==> config.mk <==
export PLATFORM = sky130hd
export DESIGN_NAME = mem_refill_arbiter
export DESIGN_NICKNAME = d
export VERILOG_FILES = /design/src/rtl/mem_refill_pkg.sv /design/src/rtl/rr_arbiter.sv /design/src/rtl/mem_refill_arbiter.sv
export SDC_FILE = /design/constraint.sdc
export NUM_CORES = 1
export LEC_CHECK = 0
export ABC_AREA = 1
export BUFFER_PORTS_ARGS = -buffer_cell sky130_fd_sc_hd__buf_4
export CORE_AREA = 2 2 91 93
export CTS_CLUSTER_DIAMETER = 40
export DETAILED_ROUTE_END_ITERATION = 10
export DIE_AREA = 0 0 93 95
export PLACE_DENSITY_LB_ADDON = 0.05
export REMOVE_ABC_BUFFERS = 1
export SYNTH_ARGS = -nofsm -noshare
export SYNTH_HDL_FRONTEND = slang
export SYNTH_SLANG_ARGS = --single-unit
==> constraint.sdc <==
create_clock -name clk -period 3.8 [get_ports clk]
set_clock_uncertainty 0.15 [all_clocks]
set_input_delay 1.14 -clock clk [delete_from_list [all_inputs] [get_ports clk]]
set_output_delay 1.14 -clock clk [all_outputs]
set_load 0.1 [all_outputs]
==> src/rtl/mem_refill_pkg.sv <==
// Shared types and size helpers for the cache-line refill engine.
package mem_refill_pkg;

  typedef enum logic [1:0] {
    IDLE = 2'd0,
    REQ  = 2'd1,
    DATA = 2'd2
  } refill_state_t;

  function automatic int calc_beats(input int line_bytes, input int beat_w);
    return (line_bytes * 8) / beat_w;
  endfunction

  function automatic int calc_off_bits(input int line_bytes);
    return $clog2(line_bytes);
  endfunction

  // Index width that stays legal for a single requester.
  function automatic int calc_idx_w(input int n);
    return (n > 1) ? $clog2(n) : 1;
  endfunction

endpackage

==> src/rtl/rr_arbiter.sv <==
// Combinational round-robin pick: first request at or after ptr_i, wrapping at N.
// One-hot grant plus its binary index; the pointer register lives with the caller.
module rr_arbiter
  import mem_refill_pkg::*;
#(
  parameter int N = 2,
  localparam int IW = calc_idx_w(N)
) (
  input  logic [N-1:0]  req_i,
  input  logic [IW-1:0] ptr_i,
  output logic [N-1:0]  gnt_o,
  output logic [IW-1:0] gnt_idx_o
);

  logic          found;
  logic [IW-1:0] k;

  always_comb begin
    gnt_o     = '0;
    gnt_idx_o = '0;
    found     = 1'b0;
    k         = '0;
    for (int i = 0; i < N; i++) begin
      k = IW'((int'(ptr_i) + i) % N);
      if (!found && req_i[k]) begin
        found     = 1'b1;
        gnt_o[k]  = 1'b1;
        gnt_idx_o = k;
      end
    end
  end

endmodule

==> src/rtl/mem_refill_arbiter.sv <==
// Round-robin cache-line refill engine: one line read per grant, beats passed straight
// through to the granted channel; an abort drops the rest of the fill while memory drains.
module mem_refill_arbiter
  import mem_refill_pkg::*;
#(
  parameter int NUM_REQ    = 2,
  parameter int ADDR_W     = 32,
  parameter int BEAT_W     = 64,
  parameter int LINE_BYTES = 64
) (
  input  logic                      clk,
  input  logic                      reset,
  input  logic [NUM_REQ-1:0]        ReqValid,
  input  logic [NUM_REQ*ADDR_W-1:0] ReqAddr,
  input  logic [NUM_REQ-1:0]        ReqAbort,
  output logic [NUM_REQ-1:0]        ReqAck,
  output logic [NUM_REQ-1:0]        RepReady,
  output logic [BEAT_W-1:0]         RepWord,
  output logic                      RepLast,
  output logic                      MemReqValid,
  input  logic                      MemReqReady,
  output logic [ADDR_W-1:0]         MemReqAddr,
  input  logic                      MemRspValid,
  input  logic [BEAT_W-1:0]         MemRspData
);

  localparam int BEATS = calc_beats(LINE_BYTES, BEAT_W);
  localparam int CNT_W = $clog2(BEATS);
  localparam int OFF_W = calc_off_bits(LINE_BYTES);
  localparam int IDX_W = calc_idx_w(NUM_REQ);
  localparam logic [CNT_W-1:0]  LAST_CNT = CNT_W'(BEATS - 1);
  localparam logic [ADDR_W-1:0] LINE_MASK = {{(ADDR_W-OFF_W){1'b1}}, {OFF_W{1'b0}}};

  refill_state_t     state_q, state_d;
  logic [IDX_W-1:0]  rr_q, rr_d;
  logic [IDX_W-1:0]  chan_q, chan_d;
  logic [ADDR_W-1:0] addr_q, addr_d;
  logic [CNT_W-1:0]  cnt_q, cnt_d;
  logic              drop_q, drop_d;

  logic [NUM_REQ-1:0] gnt;
  logic [IDX_W-1:0]   gnt_idx;
  logic [ADDR_W-1:0]  req_addr_sel;
  logic               drop_eff;
  logic               last_beat;

  rr_arbiter #(.N(NUM_REQ)) u_rr (
    .req_i     (ReqValid),
    .ptr_i     (rr_q),
    .gnt_o     (gnt),
    .gnt_idx_o (gnt_idx)
  );

  always_comb begin
    req_addr_sel = '0;
    for (int i = 0; i < NUM_REQ; i++) begin
      if (gnt[i]) req_addr_sel = ReqAddr[i*ADDR_W +: ADDR_W];
    end
  end

  // The abort cycle itself must already suppress the beat, so the flag is bypassed here.
  assign drop_eff  = drop_q | ReqAbort[chan_q];
  assign last_beat = MemRspValid && (cnt_q == LAST_CNT);

  always_ff @(posedge clk or negedge reset) begin
    if (!reset) begin
      state_q <= IDLE;
      rr_q    <= '0;
      chan_q  <= '0;
      addr_q  <= '0;
      cnt_q   <= '0;
      drop_q  <= 1'b0;
    end else begin
      state_q <= state_d;
      rr_q    <= rr_d;
      chan_q  <= chan_d;
      addr_q  <= addr_d;
      cnt_q   <= cnt_d;
      drop_q  <= drop_d;
    end
  end

  always_comb begin
    state_d = state_q;
    rr_d    = rr_q;
    chan_d  = chan_q;
    addr_d  = addr_q;
    cnt_d   = cnt_q;
    drop_d  = drop_q;
    case (state_q)
      IDLE: begin
        drop_d = 1'b0;
        if (|ReqValid) begin
          chan_d  = gnt_idx;
          addr_d  = req_addr_sel & LINE_MASK;
          rr_d    = (gnt_idx == IDX_W'(NUM_REQ - 1)) ? '0 : gnt_idx + 1'b1;
          state_d = REQ;
        end
      end
      REQ: begin
        if (ReqAbort[chan_q]) drop_d = 1'b1;
        if (MemReqReady) begin
          cnt_d   = '0;
          state_d = DATA;
        end
      end
      DATA: begin
        if (ReqAbort[chan_q]) drop_d = 1'b1;
        if (MemRspValid) begin
          cnt_d = cnt_q + 1'b1;
          if (last_beat) begin
            drop_d  = 1'b0;
            state_d = IDLE;
          end
        end
      end
      default: state_d = IDLE;
    endcase
  end

  always_comb begin
    ReqAck      = '0;
    RepReady    = '0;
    RepWord     = '0;
    RepLast     = 1'b0;
    MemReqValid = 1'b0;
    MemReqAddr  = '0;
    case (state_q)
      IDLE: begin
        if (reset) ReqAck = gnt;
      end
      REQ: begin
        MemReqValid = 1'b1;
        MemReqAddr  = addr_q;
      end
      DATA: begin
        if (MemRspValid && !drop_eff) begin
          RepReady[chan_q] = 1'b1;
          RepWord          = MemRspData;
          RepLast          = last_beat;
        end
      end
      default: ;
    endcase
  end

  a_rsp_only_in_data: assert property (
    @(posedge clk) disable iff (!reset) MemRspValid |-> (state_q == DATA)
  );

endmodule

======== Word level (Yosys, flattened, before mapping) ========
Cells that the tools add are included.
storage, ports and cells
  flip-flop bits (word level) ............. 34
  input port bits ......................... 136
  output and inout bits ................... 102
  word-level logic and storage cells ...... 81
cells by class
  add/subtract/negate cells ............... 3
  $lt $le $gt $ge ......................... 6
  equal/unequal tests ..................... 7
  mux-type cells .......................... 42
  bitwise logic cells ..................... 2
  reduce and logical (&&, ||, !) cells .... 15
operator list
  kind                                                         number
  2-to-1 mux 64 bit                                            2
  2-to-1 mux 32 bit                                            3
  2-to-1 mux 2 bit                                             10
  2-to-1 mux 1 bit                                             19
  != test 2 bit (second input constant)                        4
  logical AND 1 bit                                            6
  less-than comparator 1 x 2 -> 1 bit (second input constant)  3
  2-to-1 mux 3 bit                                             2
  case mux 2 bit (3 select lines)                              1
  case mux 3 bit (2 select lines)                              1
  AND reduction 4 bit                                          1
  adder 3 x 1 -> 3 bit (second input constant)                 1
  demux 1 bit (select 1 bit)                                   3
  == test 3 bit (second input constant)                        1
  greater-or-equal comparator 1 bit (second input constant)    3
  case mux 1 bit (3 select lines)                              1
  AND reduction 3 bit                                          1
  nonzero test 3 bit                                           1
  adder 1 bit (second input constant)                          2
  == test 2 x 1 -> 1 bit (second input constant)               1
  == test 2 bit (second input constant)                        1
  logical NOT 1 bit                                            2
  logical NOT 2 bit                                            1
  OR 2 bit                                                     1
  other kinds (4)                                              4

======== Logic depth before layout (Yosys ltp) ========
  word-level depth ........................ 9
  mapped depth ............................ 8
  depth with buffers taken out ............ 8

======== By module ========
A second synthesis with hierarchy kept.
second synthesis, totals
  cell total of the unflattened synthesis .. 471
  area, all modules ....................... 2966.6 um^2
modules (own cells, without submodules)
  module              instances  cells each  area an instance (um^2)  sequential area each (um^2)
  mem_refill_arbiter  1          466         2937.8                   850.8
  rr_arbiter          1          5           28.8                     0.0

======== Worst setup path after synthesis ========
OpenSTA, ideal clock, no wires.
  path type ............................... input-to-output
  start ................................... in ReqValid[1]
  end ..................................... out ReqAck[0]
  arrival ................................. 3.526 ns
  setup slack ............................. -1.016 ns
  stages .................................. 4
  buffers on the path ..................... 1
  cell sequence ........................... buf_4 > nand2_2 > nand2_1 > nor3_1
between the ends
  longest elaborated chain between the ends .. 8
  elaborated cells on any way between the ends .. 12
ends and longest elaborated chain
  what                                                  line                       text
  start: declaration                                    mem_refill_arbiter.sv:13   input logic [NUM_REQ-1:0] ReqValid,
  2-to-1 mux 1 bit (implied by the code) (2 in series)  rr_arbiter.sv:25           if (!found && req_i[k]) begin
  2-to-1 mux 1 bit                                      rr_arbiter.sv:25
  logical NOT 1 bit                                     rr_arbiter.sv:25
  logical AND 1 bit                                     rr_arbiter.sv:25
  2-to-1 mux 2 bit (*)                                  rr_arbiter.sv:25
  2-to-1 mux 2 bit (*)                                  mem_refill_arbiter.sv:130  if (reset) ReqAck = gnt;
  2-to-1 mux 2 bit (*)                                  mem_refill_arbiter.sv:128  case (state_q)
  end: declaration                                      mem_refill_arbiter.sv:16   output logic [NUM_REQ-1:0] ReqAck,
Mark *: on every way between the ends. The rest lies on a longest branch, timed or not. The select of a mux whose other input is x is not followed.

======== Worst setup path after layout ========
  start ................................... in ReqAbort[1]
  end ..................................... out RepWord[8]
between the ends
  longest elaborated chain between the ends .. 7
ends and longest elaborated chain
  what                                                  line                       text
  start: declaration                                    mem_refill_arbiter.sv:15   input logic [NUM_REQ-1:0] ReqAbort,
  2-to-1 mux 1 bit (implied by the code) (2 in series)  mem_refill_arbiter.sv:62   assign drop_eff = drop_q | ReqAbort[chan_q];
  OR 1 bit                                              mem_refill_arbiter.sv:62
  logical NOT 1 bit                                     mem_refill_arbiter.sv:137  if (MemRspValid && !drop_eff) begin
  logical AND 1 bit                                     mem_refill_arbiter.sv:137
  2-to-1 mux 64 bit                                     mem_refill_arbiter.sv:137
  2-to-1 mux 64 bit                                     mem_refill_arbiter.sv:128
  end: declaration                                      mem_refill_arbiter.sv:18   output logic [BEAT_W-1:0] RepWord,
No other way between the ends. The select of a mux whose other input is x is not followed.

==> flow_summary.toml <==
[run_status]
status = "complete, no violations"

[worst_setup_path]
r2r_slack_ps = 1750
cp_slowest_cell = "buf_4"
cpLargestDelayFamily = "buffers and inverters"
r2r_start = "state_q[0]"
timing.rr.end = "addr_q[18]"
cp.buffers_inverters = 3
path_class = "input pin to output pin"
crit_fanout = 62
worst-path-stages = 8
worstPathArrival_ps = 2310
cp-startpoint = "ReqAbort[1]"
crit_path_start_kind = "input pin"
crit_required_ps = 2510
reg2reg_depth = 7
critPathMaxStageDelay_ps = 310
crit_path_end_kind = "output pin"
crit_chain = "buf_4, nand2_1, nand3_1, nor2_1, nand2_2, buf_12, nor2_1, buf_4"

[cells_and_area]
syn2layout_area_growth_pct = 67.3
final_cell_count_no_fill = 764
num_antenna_cells = 0
layout_common_cells = "buf_4, nand2_1, inv_1"
drive_above_1_share = 0.363
final_common_cell = "buf_4"
nets = 802
post-route-util = 0.560

[worst_hold_path]
min_from = "addr_q[27]"
min_delay_worst_endpoint = "addr_q[27]"
hold_class = "register to register"
worstHoldPathCells = 2

[route]
top_layer = "met4"
dr_wl_met3_um = 887
wl_um = 9310
dr_wl_met2_um = 4500
dr.pass1.iters = 6
detail_route.wl_per_cell_um = 12.2
antenna_left = 0
drc = 0
wl_met1_um = 3630
vias = 3262
vias_per_cell = 4.27
drt-initial-drc-count = 86

[place]
gp_congestion = 0.822
dp.cells = 756
io_buffers = 219
post-place-ws_ps = 207
dpl.hpwl_um = 7330

[floorplan]
io_pins = 238
initial_utilization = 0.334
die_x_um = 93
rows = 33
core_area_um2 = 7930
die-area_um2 = 8840
die_y_um = 95

[clock_network]
numCtsBuffers = 5
cts-resized-gates = 0
cts-root-buf = "clkbuf_8"
cts.sink_count = 34
cts_setup_buffers = 0
clk_pin_slew_worst_paths_ps = 60
clkLatencyLatePin_ps = 290
htree_levels = 2
ctsHoldBuffers = 0
cts_max_path_buffers = 2
cts_tree = "done"

[timing]
hold_ws_ps = 328
rsz0062_at_grt = "no"
setup_viol = 0
relSlewSlack = 0.402
clock.fmax_mhz = 278
layout_worst_path_cycle_share = 0.948
finalCriticalPeriod_ps = 3600
maxSlewViolCount = 0
hold_viol = 0
tightest_slew_ps = 894
fin_ws_ps = 197

[logic_synthesis]
synthCells = 447
avgSynthCellArea_um2 = 5.93
yosysSeqAreaShare = 0.321
ys_seq_elements = 34
synth_warnings = 0
yosysUniqueCellTypes = 21
syn-cell-area_um2 = 2650

[job]
drv_cap = 0

[grt]
antenna_found_initial = 0
grt_max_degree = 63
grt_overflow_total = 0
grt_usage = 0.205
grt_pass1_wl_um = 14200
grt_pass1_vias = 2958

[power_and_ir_drop]
cellLeakagePower_nw = 2.99
irDropWorstVdd_v = 0.000558
power_density_nw_per_um2 = 705
-- synthesized netlist by cell type (all sizes together) --
cell type / count / share of area
nand2: 146 / 0.21
inv: 102 / 0.14
nor2: 74 / 0.11
nand3: 45 / 0.085
dfrtp: 34 / 0.32
buf: 23 / 0.063
ha: 8 / 0.038
clkbuf: 4 / 0.0057
o21bai: 3 / 0.0085
a21oi: 2 / 0.0038
nor3: 2 / 0.0038
conb: 1 / 0.0014
nand3b: 1 / 0.0028
o211ai: 1 / 0.0028
o21ai: 1 / 0.0019
-- per-layer routing --
layer	up-vias	GRT usage
met5	-	0
met4	0	0.0944
met3	23	0.0623
met2	143	0.361
met1	1406	0.227
li1	1690	-
-- logic make-up (layout without fill, tap and decap cells) --
kind of cell,count (synthesis),count (layout),synth area share
AOI/OAI and AO/OA,7,7,0.0170
adders and majority gates,8,8,0.0378
buffers and inverters,129,336,0.213
DFF,34,34,0.321
other,1,6,0.00141
and+or+nand+nor,268,268,0.410
-- power breakdown --
group          switching (mW)  internal [mW]
registers              0.0885          0.522
clock network           0.128          0.196
logic                    1.69          0.507
-- worst max path at each step --
stage | end | slack (ps)
2_1_floorplan | RepLast | -1270
3_3_place_gp | RepWord[8] | 210
3_5_place_dp | RepWord[8] | 210
4_1_cts | RepWord[8] | 200
5_1_grt | RepWord[8] | 110
6_report | RepWord[8] | 200
-- flip-flops by register name, indices dropped and copies added (netlist names) --
register / cells
chan_q: 1
rr_q: 1
addr_q: 26
state_q: 2
cnt_q: 3
drop_q: 1
-- per-stage QoR --
stage	area [um^2]	setup TNS [ps]	power [mW]
detailed placement	4330	0	2.82
global placement	4330	0	2.80
CTS	4440	0	3.16
global route	4440	0	3.32
finish	4440	0	3.13
floorplan	2490	-87070	2.26
-- area by class of cell --
class                           count  area [um^2]
Fill cell                         791         3490
Timing Repair Buffer              226         1710
Multi-Input combinational cell    289         1260
Sequential cell                    34          851
Inverter                          102          383
Tap cell                          105          131
Clock buffer                        7         76.3
Clock inverter                      1         30.0
-- worst register-to-register path: stages (launching register included) --
cell and delay [ps]:
dfrtp_1 420, inv_1 140, ha_1 180, inv_1 110, nor2_4 390, inv_2 320, nand2_1 140, nand3_1 80
Note: power is estimated with default switching activity, not from simulation.
